[config.mk]
export PLATFORM = sky130hd
export DESIGN_NAME = store_rmw_unit
export DESIGN_NICKNAME = d
export VERILOG_FILES = /design/src/rtl/store_rmw_unit.sv
export SDC_FILE = /design/constraint.sdc
export NUM_CORES = 1
export LEC_CHECK = 0
export ABC_AREA = 1
export BUFFER_PORTS_ARGS = -buffer_cell sky130_fd_sc_hd__buf_4
export CORE_MARGIN = 2
export CORE_UTILIZATION = 53
export CTS_CLUSTER_SIZE = 10
export DETAILED_ROUTE_END_ITERATION = 6
export PLACE_DENSITY_LB_ADDON = 0.3
export SLEW_MARGIN = 10
export SYNTH_ARGS = -nofsm -noshare
export SYNTH_HDL_FRONTEND = slang
export SYNTH_SLANG_ARGS = --single-unit
[constraint.sdc]
create_clock -name clk -period 4.05 [get_ports clk]
set_input_delay 0.6075 -clock clk [delete_from_list [all_inputs] [get_ports clk]]
set_output_delay 0.6075 -clock clk [all_outputs]
set_load 0.02 [all_outputs]
[src/rtl/store_rmw_unit.sv]
// rtl/store_rmw_unit.sv - store narrowing: SB/SH via read-modify-write, SW direct.
// Define STORE_MEM_BE_EN for byte-enabled memories: every size writes directly with a mem_be lane mask.
module store_rmw_unit #(
  parameter int ADDR_W     = 10,
  parameter int READ_LAT   = 1,
  parameter bit BIG_ENDIAN = 1'b0
) (
  input  logic              clk,
  input  logic              rst_n,
  input  logic              req_valid,
  output logic              req_ready,
  input  logic [31:0]       req_addr,
  input  logic [31:0]       req_data,
  input  logic [1:0]        req_size,
  output logic              done,
  output logic              err_misaligned,
  output logic              busy,
  output logic [ADDR_W-1:0] mem_addr,
  output logic              mem_rd_en,
  input  logic [31:0]       mem_rdata,
  output logic              mem_wr_en,
  output logic [31:0]       mem_wdata
`ifdef STORE_MEM_BE_EN
  ,
  output logic [3:0]        mem_be
`endif
);
  localparam logic [1:0] SZ_B = 2'b00;
  localparam logic [1:0] SZ_H = 2'b01;
  localparam logic [1:0] SZ_W = 2'b10;
`ifdef STORE_MEM_BE_EN
  localparam bit DIRECT_ALL = 1'b1;
`else
  localparam bit DIRECT_ALL = 1'b0;
`endif

  typedef enum logic [2:0] {S_IDLE, S_RD, S_WAIT, S_WR, S_DONE} state_t;

  state_t            state_q;
  logic [ADDR_W-1:0] addr_q;
  logic [31:0]       data_q;
  logic [31:0]       wdata_q;
  logic [1:0]        size_q;
  logic [1:0]        lane_q;
  logic [1:0]        cnt_q;
  logic              ready_q;
  logic              busy_q;
  logic              done_q;
  logic              err_q;
  logic              rd_en_q;
  logic              wr_en_q;
  logic              legal_d;
  logic [1:0]        lane_d;
  logic              unused_addr_bits;
`ifdef STORE_MEM_BE_EN
  logic [3:0]        be_q;
  logic [3:0]        be_d;
`endif

  assign unused_addr_bits = ^req_addr[31:ADDR_W+2];

  // Lane is the lowest byte lane touched; big-endian mirrors it within the word.
  always_comb begin
    legal_d = 1'b0;
    case (req_size)
      SZ_B:    legal_d = 1'b1;
      SZ_H:    legal_d = ~req_addr[0];
      SZ_W:    legal_d = (req_addr[1:0] == 2'b00);
      default: legal_d = 1'b0;
    endcase
    if (!BIG_ENDIAN)
      lane_d = req_addr[1:0];
    else if (req_size == SZ_B)
      lane_d = 2'd3 - req_addr[1:0];
    else
      lane_d = 2'd2 - req_addr[1:0];
  end

`ifdef STORE_MEM_BE_EN
  always_comb begin
    case (req_size)
      SZ_B:    be_d = 4'b0001 << lane_d;
      SZ_H:    be_d = 4'b0011 << lane_d;
      default: be_d = 4'b1111;
    endcase
  end
`endif

  function automatic logic [31:0] merge(input logic [31:0] old_w, input logic [31:0] val,
                                        input logic [1:0] size, input logic [1:0] lane);
    logic [31:0] mask;
    mask = (size == SZ_B) ? 32'h0000_00FF : 32'h0000_FFFF;
    return (old_w & ~(mask << {lane, 3'b000})) | ((val & mask) << {lane, 3'b000});
  endfunction

  function automatic logic [31:0] direct_data(input logic [31:0] val, input logic [1:0] size);
    if (!DIRECT_ALL || size == SZ_W) return val;
    if (size == SZ_B) return {4{val[7:0]}};
    return {2{val[15:0]}};
  endfunction

  always_ff @(posedge clk or negedge rst_n) begin
    if (!rst_n) begin
      state_q <= S_IDLE;
      addr_q  <= '0;
      data_q  <= '0;
      wdata_q <= '0;
      size_q  <= '0;
      lane_q  <= '0;
      cnt_q   <= '0;
      ready_q <= 1'b1;
      busy_q  <= 1'b0;
      done_q  <= 1'b0;
      err_q   <= 1'b0;
      rd_en_q <= 1'b0;
      wr_en_q <= 1'b0;
`ifdef STORE_MEM_BE_EN
      be_q    <= '0;
`endif
    end else begin
      done_q  <= 1'b0;
      err_q   <= 1'b0;
      rd_en_q <= 1'b0;
      wr_en_q <= 1'b0;
`ifdef STORE_MEM_BE_EN
      be_q    <= '0;
`endif
      case (state_q)
        S_IDLE: begin
          if (req_valid) begin
            if (!legal_d) begin
              err_q <= 1'b1;
            end else begin
              addr_q  <= req_addr[ADDR_W+1:2];
              data_q  <= req_data;
              size_q  <= req_size;
              lane_q  <= lane_d;
              ready_q <= 1'b0;
              busy_q  <= 1'b1;
              if (req_size == SZ_W || DIRECT_ALL) begin
                state_q <= S_WR;
                wr_en_q <= 1'b1;
                wdata_q <= direct_data(req_data, req_size);
`ifdef STORE_MEM_BE_EN
                be_q    <= be_d;
`endif
              end else begin
                state_q <= S_RD;
                rd_en_q <= 1'b1;
              end
            end
          end
        end
        S_RD: begin
          state_q <= S_WAIT;
          cnt_q   <= 2'(READ_LAT - 1);
        end
        // mem_rdata is valid on the edge READ_LAT cycles after the memory saw mem_rd_en.
        S_WAIT: begin
          if (cnt_q == 2'd0) begin
            state_q <= S_WR;
            wr_en_q <= 1'b1;
            wdata_q <= merge(mem_rdata, data_q, size_q, lane_q);
          end else begin
            cnt_q <= cnt_q - 2'd1;
          end
        end
        S_WR: begin
          state_q <= S_DONE;
          done_q  <= 1'b1;
          wdata_q <= '0;
        end
        S_DONE: begin
          state_q <= S_IDLE;
          busy_q  <= 1'b0;
          ready_q <= 1'b1;
        end
        default: state_q <= S_IDLE;
      endcase
    end
  end

  assign req_ready      = ready_q;
  assign busy           = busy_q;
  assign done           = done_q;
  assign err_misaligned = err_q;
  assign mem_addr       = addr_q;
  assign mem_rd_en      = rd_en_q;
  assign mem_wr_en      = wr_en_q;
  assign mem_wdata      = wdata_q;
`ifdef STORE_MEM_BE_EN
  assign mem_be         = be_q;
`endif

endmodule

==> results of run 1 <==
placed cells by master, fill, tap and decap left out:
master	Yosys	layout
nand2_4	2	2
nand3_1	34	34
o21ai_1	13	13
dfstp_2	1	1
or2_1	2	2
inv_6	0	1
o21ai_0	20	20
nor2_2	2	2
clkbuf_8	0	10
dfrtp_1	72	72
clkinv_4	0	2
ha_1	1	1
nor2_1	5	5
nor2_4	4	4
nand2_1	342	342
bufinv_16	0	1
nor3_1	3	3
nand3_2	3	3
nand2_2	3	3
clkinv_2	0	2
buf_4	2	128
inv_2	8	8
or2_2	6	6
clkinv_1	1	1
a21oi_1	3	3
inv_1	19	19
power groups by stage:
stage          clock network [mW]  registers, mW  logic (mW)
5_1_grt                     0.639           1.30        2.39
2_1_floorplan                   0           1.47        1.25
6_report                    0.590           1.26        2.12
3_3_place_gp                    0           1.26        2.08
3_5_place_dp                    0           1.27        2.13
4_1_cts                     0.599           1.26        2.14
synthesized netlist by cell type (all sizes together):
| master | instances | area [µm²] |
|---|---|---|
| nand3 | 37 | 200.2 |
| clkinv | 1 | 3.750 |
| nor3 | 3 | 15.01 |
| dfstp | 1 | 26.28 |
| buf | 19 | 105.1 |
| or2 | 8 | 50.05 |
| ha | 1 | 12.51 |
| nor2 | 11 | 76.32 |
| nand2 | 347 | 1325 |
| clkbuf | 4 | 15.01 |
| a21oi | 3 | 15.01 |
| o21ai | 33 | 165.2 |
| dfrtp | 72 | 1802 |
| inv | 27 | 101.4 |
state kept, by name (all words and copies together), names as in the netlist:
| name | cells |
|---|---|
| cnt_q | 2 |
| mem_wdata | 32 |
| mem_wr_en | 1 |
| req_ready | 1 |
| mem_addr | 10 |
| state_q | 3 |
| busy | 1 |
| err_misaligned | 1 |
| done | 1 |
| data_q | 16 |
| mem_rd_en | 1 |
| size_q | 2 |
| lane_q | 2 |
final timing paths:
path	endpoint	cells past startpoint	slack, ps
max in group asynchronous	data_q[14]$_DFFE_PN0P_	1	3060
setup / recovery	mem_wdata[12]$_DFFE_PN0P_	8	1530
hold reg to reg	mem_wdata[0]$_DFFE_PN0P_	2	480
setup reg to reg	mem_wdata[12]$_DFFE_PN0P_	8	1530
min in group clk	mem_rd_en$_DFF_PN0_	2	430
hold / removal	mem_wdata[30]$_DFFE_PN0P_	1	380
metal layers:
metal	vias to the layer above	GRT usage	wire, µm
met4	0	0.06923	168
met2	131	0.4773	5174
met1	1862	0.3461	4511
met5	-	0	0
li1	1979	-	-
met3	14	0.07628	693
cell families after synthesis:
group           Yosys count
compound gates           36
fa+ha+maj                 1
buf+inv                  51
flops                    73
simple gates            406
through the flow:
stage               area, µm²  power [mW]  utilization
global route             5081       4.330       0.7043
CTS                      5081       3.995       0.7043
global placement         4877       3.343       0.6760
finish                   5081       3.969       0.7043
detailed placement       4877       3.395       0.6760
floorplan                3913       2.713            -
final cells by class:
type / instances / area (µm²) / area share
clock inverters: 6 / 66.31 / 0.01305
well taps: 99 / 123.9 / 0.02438
clock buffers: 10 / 137.6 / 0.02709
flip-flops and latches: 73 / 1828 / 0.3598
inverters: 28 / 105.1 / 0.02068
multi-input cells: 443 / 1859 / 0.3659
repair buffers: 128 / 960.9 / 0.1891
==> results.toml, run 1 <==
[placed_design]
gp_congestion = 0.8514
place_inst = 771
place_hpwl_mm = 7.468
port_buffers = 128
pre_cts_ws_ps = 1620

[logic_synthesis]
synth_area_mm2 = 0.003913
synth_cell_types = 25
synth_compound_area_frac = 0.04605
synthXorXnorAreaFrac = 0
syn_avg_cell_area_um2 = 6.900
synth_warnings = 0
yosys.area_share.adder = 0.003198
postSynthCellCount = 567
syn_nets = 669
synth_top_family_by_area = "simple AND/OR/NAND/NOR gates"
ys_seq_area_frac = 0.4672
synthMuxAreaShare = 0
synthSimpleGateAreaFrac = 0.4260
synth_seq_cells = 73

[timing]
clock_skew_ps = 9.366
hold_violations = 0
totalNegativeSetupSlack_ps = 0
timing.fmax_mhz = 396.3
rsz0062_at_grt = "false"
finalCriticalPeriod_ps = 2524
final_max_slew_viol_count = 0
holdWs_ps = 384.3
setup_viol = 0
setup_slack_ps = 1526
max_slew_margin = 0.3801
min_period_over_period = 0.6231
tightest_slew_ps = 929.9

[die]
rows = 31
start_util = 0.5423
ios = 149
dieArea_mm2 = 0.008086
die_w_um = 89.92
core-area_mm2 = 0.007214
die_h_um = 89.92

[flow_run]
cap_violations = 0

[drt]
vias = 3986
postRouteAntennaNets = 0
route.detailed.drc = 0
routed_wl_mm = 10.55
routedWlPerCell_um = 13.40
drt-pass1-iter-count = 5
viasPerCell = 5.065
first_iter_violations = 216

[power]
vdd_drop_max_mv = 0.4704
internal_power_mw = 2.096
p_clk_frac = 0.149
power.leakage_nw = 2.956
p_comb_frac = 0.534
seqPwrFrac = 0.318
powerDensity_mw_per_mm2 = 781.1
p_switching_mw = 1.873
switching_share = 0.4719

[layout]
diodes = 0
final-instance-count-excl-fill = 787
area_growth_pct = 29.87
drive_gt1_frac = 0.2515
nFillCells = 631
nets = 785

[critical_path]
path_buf_inv = 1
cpPeakStageDelay_ps = 750
cp_max_fo = 20
end_kind = "flip-flop"
startpoint = "lane_q[1]$_DFFE_PN0P_"
crit_type = "reg -> reg"
r2r_start = "lane_q[1]$_DFFE_PN0P_"
worst_ep_required_time_ps = 4340
cp.arrival_ps = 2820
cp-start-kind = "flip-flop"
cpMostUsedCell = "nand2_1"
cpMaxStageDelayCell = "dfrtp_1"
crit_chain = "clkinv_1 -> o21ai_1 -> nand2_1 -> nand2_1 -> nand2_1 -> nand2_1 -> nand2_1 -> nand2_1"
crit_family = "flip-flops"

[hold_path]
hold_class = "in -> async"

[run_status]
status = "completed"

[grt]
track_usage = 0.2764
grt_max_degree = 74
antenna_found_initial = 0
grt_overflow = 0
grt_pass1_vias = 3887
grt_pass1_wl_mm = 18.22

[cts]
clk_pin_slew_ps = 80
cts_resized = 0
post-cts-setup-buffers = 0
clk_latency_ps = 350
cts_tree = "yes"
htreeDepth = 3
cts_buffers = 9
cts_root_buf = "clkbuf_8"
clkSinkCount = 73
clock_path_buffers = 2
ctsHoldBuffers = 0
(Power assumes the default switching activity.)
==> run 2, diff against run 1 <==
Settings changed: CORE_UTILIZATION 53 to 45.
Clock period 4.05 ns to 2.1 ns, I/O delays scaled along.
==> run 2 against run 1 <==
  * Utilization shrank 10 points
  * Flip-flop and latch count unchanged
  * Worst hold slack worse by 230 ps
  * Clock skew rose by 2.3 ps
  * First-iteration DRC count is 22% lower
  * Sequential power increased by 90%
  * Largest cell class unchanged
  * Largest power group unchanged
==> results.toml, run 2 (synthesized netlist as in run 1, its figures left out) <==
[run_status]
status = "completed"

[layout]
nets = 794
area_growth_pct = 32.20
layout_commonest_cell = "nand2_1"
drive_gt1_frac = 0.2554
diodes = 0
fin_util = 0.6019
largest_register_ffs = 32
layout_common_cells = "nand2_1, buf_4, dfrtp_1"

[timing]
setup_slack_ps = 322.5
final_max_slew_viol_count = 0
rsz0062_at_grt = "false"
tightest_slew_ps = 602.8
setup_viol = 0
hold_violations = 0
finalCriticalPeriod_ps = 1778
holdWs_ps = 155.4
totalNegativeSetupSlack_ps = 0
max_slew_margin = 0.5954
timing.fmax_mhz = 562.6
min_period_over_period = 0.8464
clock_skew_ps = 11.69

[die]
ios = 149
core-area_mm2 = 0.008593
dieArea_mm2 = 0.009457
die_h_um = 97.25
start_util = 0.4553
die_w_um = 97.25
rows = 34

[critical_path]
startpoint = "state_q[2]$_DFFE_PN0P_"
cp.arrival_ps = 2060
cp_max_fo = 32
r2r_start = "state_q[2]$_DFFE_PN0P_"
cp-start-kind = "flip-flop"
crit_type = "reg -> reg"
worst_ep_required_time_ps = 2380
end_kind = "flip-flop"

[drt]
first_iter_violations = 169
route.detailed.drc = 0
vias = 3957
postRouteAntennaNets = 0
viasPerCell = 4.916
routedWlPerCell_um = 13.53
drt-pass1-iter-count = 4
routed_wl_mm = 10.89

[power]
switching_share = 0.4652
vdd_drop_max_mv = 0.7704
power_mw = 7.754
p_clk_frac = 0.142
p_switching_mw = 3.607
seqPwrFrac = 0.309
powerDensity_mw_per_mm2 = 1499
internal_power_mw = 4.147
power.leakage_nw = 2.998
p_comb_frac = 0.550

[cts]
cts_resized = 0
clk_latency_ps = 340
clock_path_buffers = 2
cts_tree = "yes"
clk_pin_slew_ps = 80
htreeDepth = 3
cts_buffers = 9
clkSinkCount = 73
post-cts-setup-buffers = 0
cts_root_buf = "clkbuf_8"
ctsHoldBuffers = 1

[grt]
track_usage = 0.2379
grt_pass1_vias = 4011
grt_pass1_wl_mm = 18.39
grt_overflow = 0
antenna_found_initial = 0
grt_max_degree = 42

[placed_design]
gp_congestion = 0.8744
pre_cts_ws_ps = 353.8
place_hpwl_mm = 7.765
port_buffers = 128

[hold_path]
hp-start = "req_size[1]"
hold_class = "in -> reg"

[flow_run]
cap_violations = 0
[run 2: layout make-up]
cell class | instances | area [µm²]
repair buffers | 137 | 1056
well taps | 108 | 135.1
clock inverters | 3 | 40.04
flip-flops and latches | 73 | 1828
fillers | 834 | 3421
clock buffers | 13 | 148.9
multi-input cells | 443 | 1859
inverters | 28 | 105.1
[run 2: final timing paths]
check | cells after the start | slack (ps) | end
hold reg to reg | 2 | 470 | req_ready$_DFFE_PN1P_
setup / recovery | 9 | 320 | mem_wdata[23]$_DFFE_PN0P_
max in group asynchronous | 3 | 980 | req_ready$_DFFE_PN1P_
setup reg to reg | 9 | 320 | mem_wdata[23]$_DFFE_PN0P_
hold / removal | 2 | 160 | mem_rd_en$_DFF_PN0_
min in group asynchronous | 2 | 460 | mem_wdata[30]$_DFFE_PN0P_
[run 2: per-stage QoR]
step	instances	area [µm²]
finish	805	5172
global route	805	5172
detailed placement	788	4974
floorplan	567	3913
global placement	788	4974
CTS	805	5172
[run 2: critical path: stages, from the launching register on]
cell and delay, ps:
dfrtp_1 390, inv_2 80, nand2_4 270, inv_2 150, nor2_4 170, inv_2 40, nand3_2 60, buf_4 320
nand2_1 110, nand2_1 80
[run 2: power by group through the flow]
stage / Sequential (mW) / Combinational [mW] / Clock (mW)
floorplan: 2.83 / 2.41 / 0
global placement: 2.39 / 4.17 / 0
detailed placement: 2.41 / 4.26 / 0
CTS: 2.39 / 4.28 / 1.12
global route: 2.48 / 4.78 / 1.19
finish: 2.39 / 4.26 / 1.10
[run 2: metal layers]
layer	wire, µm	GRT usage	up-vias
met5	0	0	-
li1	-	-	1995
met4	24	0.06517	0
met2	5369	0.4049	127
met3	818	0.04748	2
met1	4682	0.3113	1833
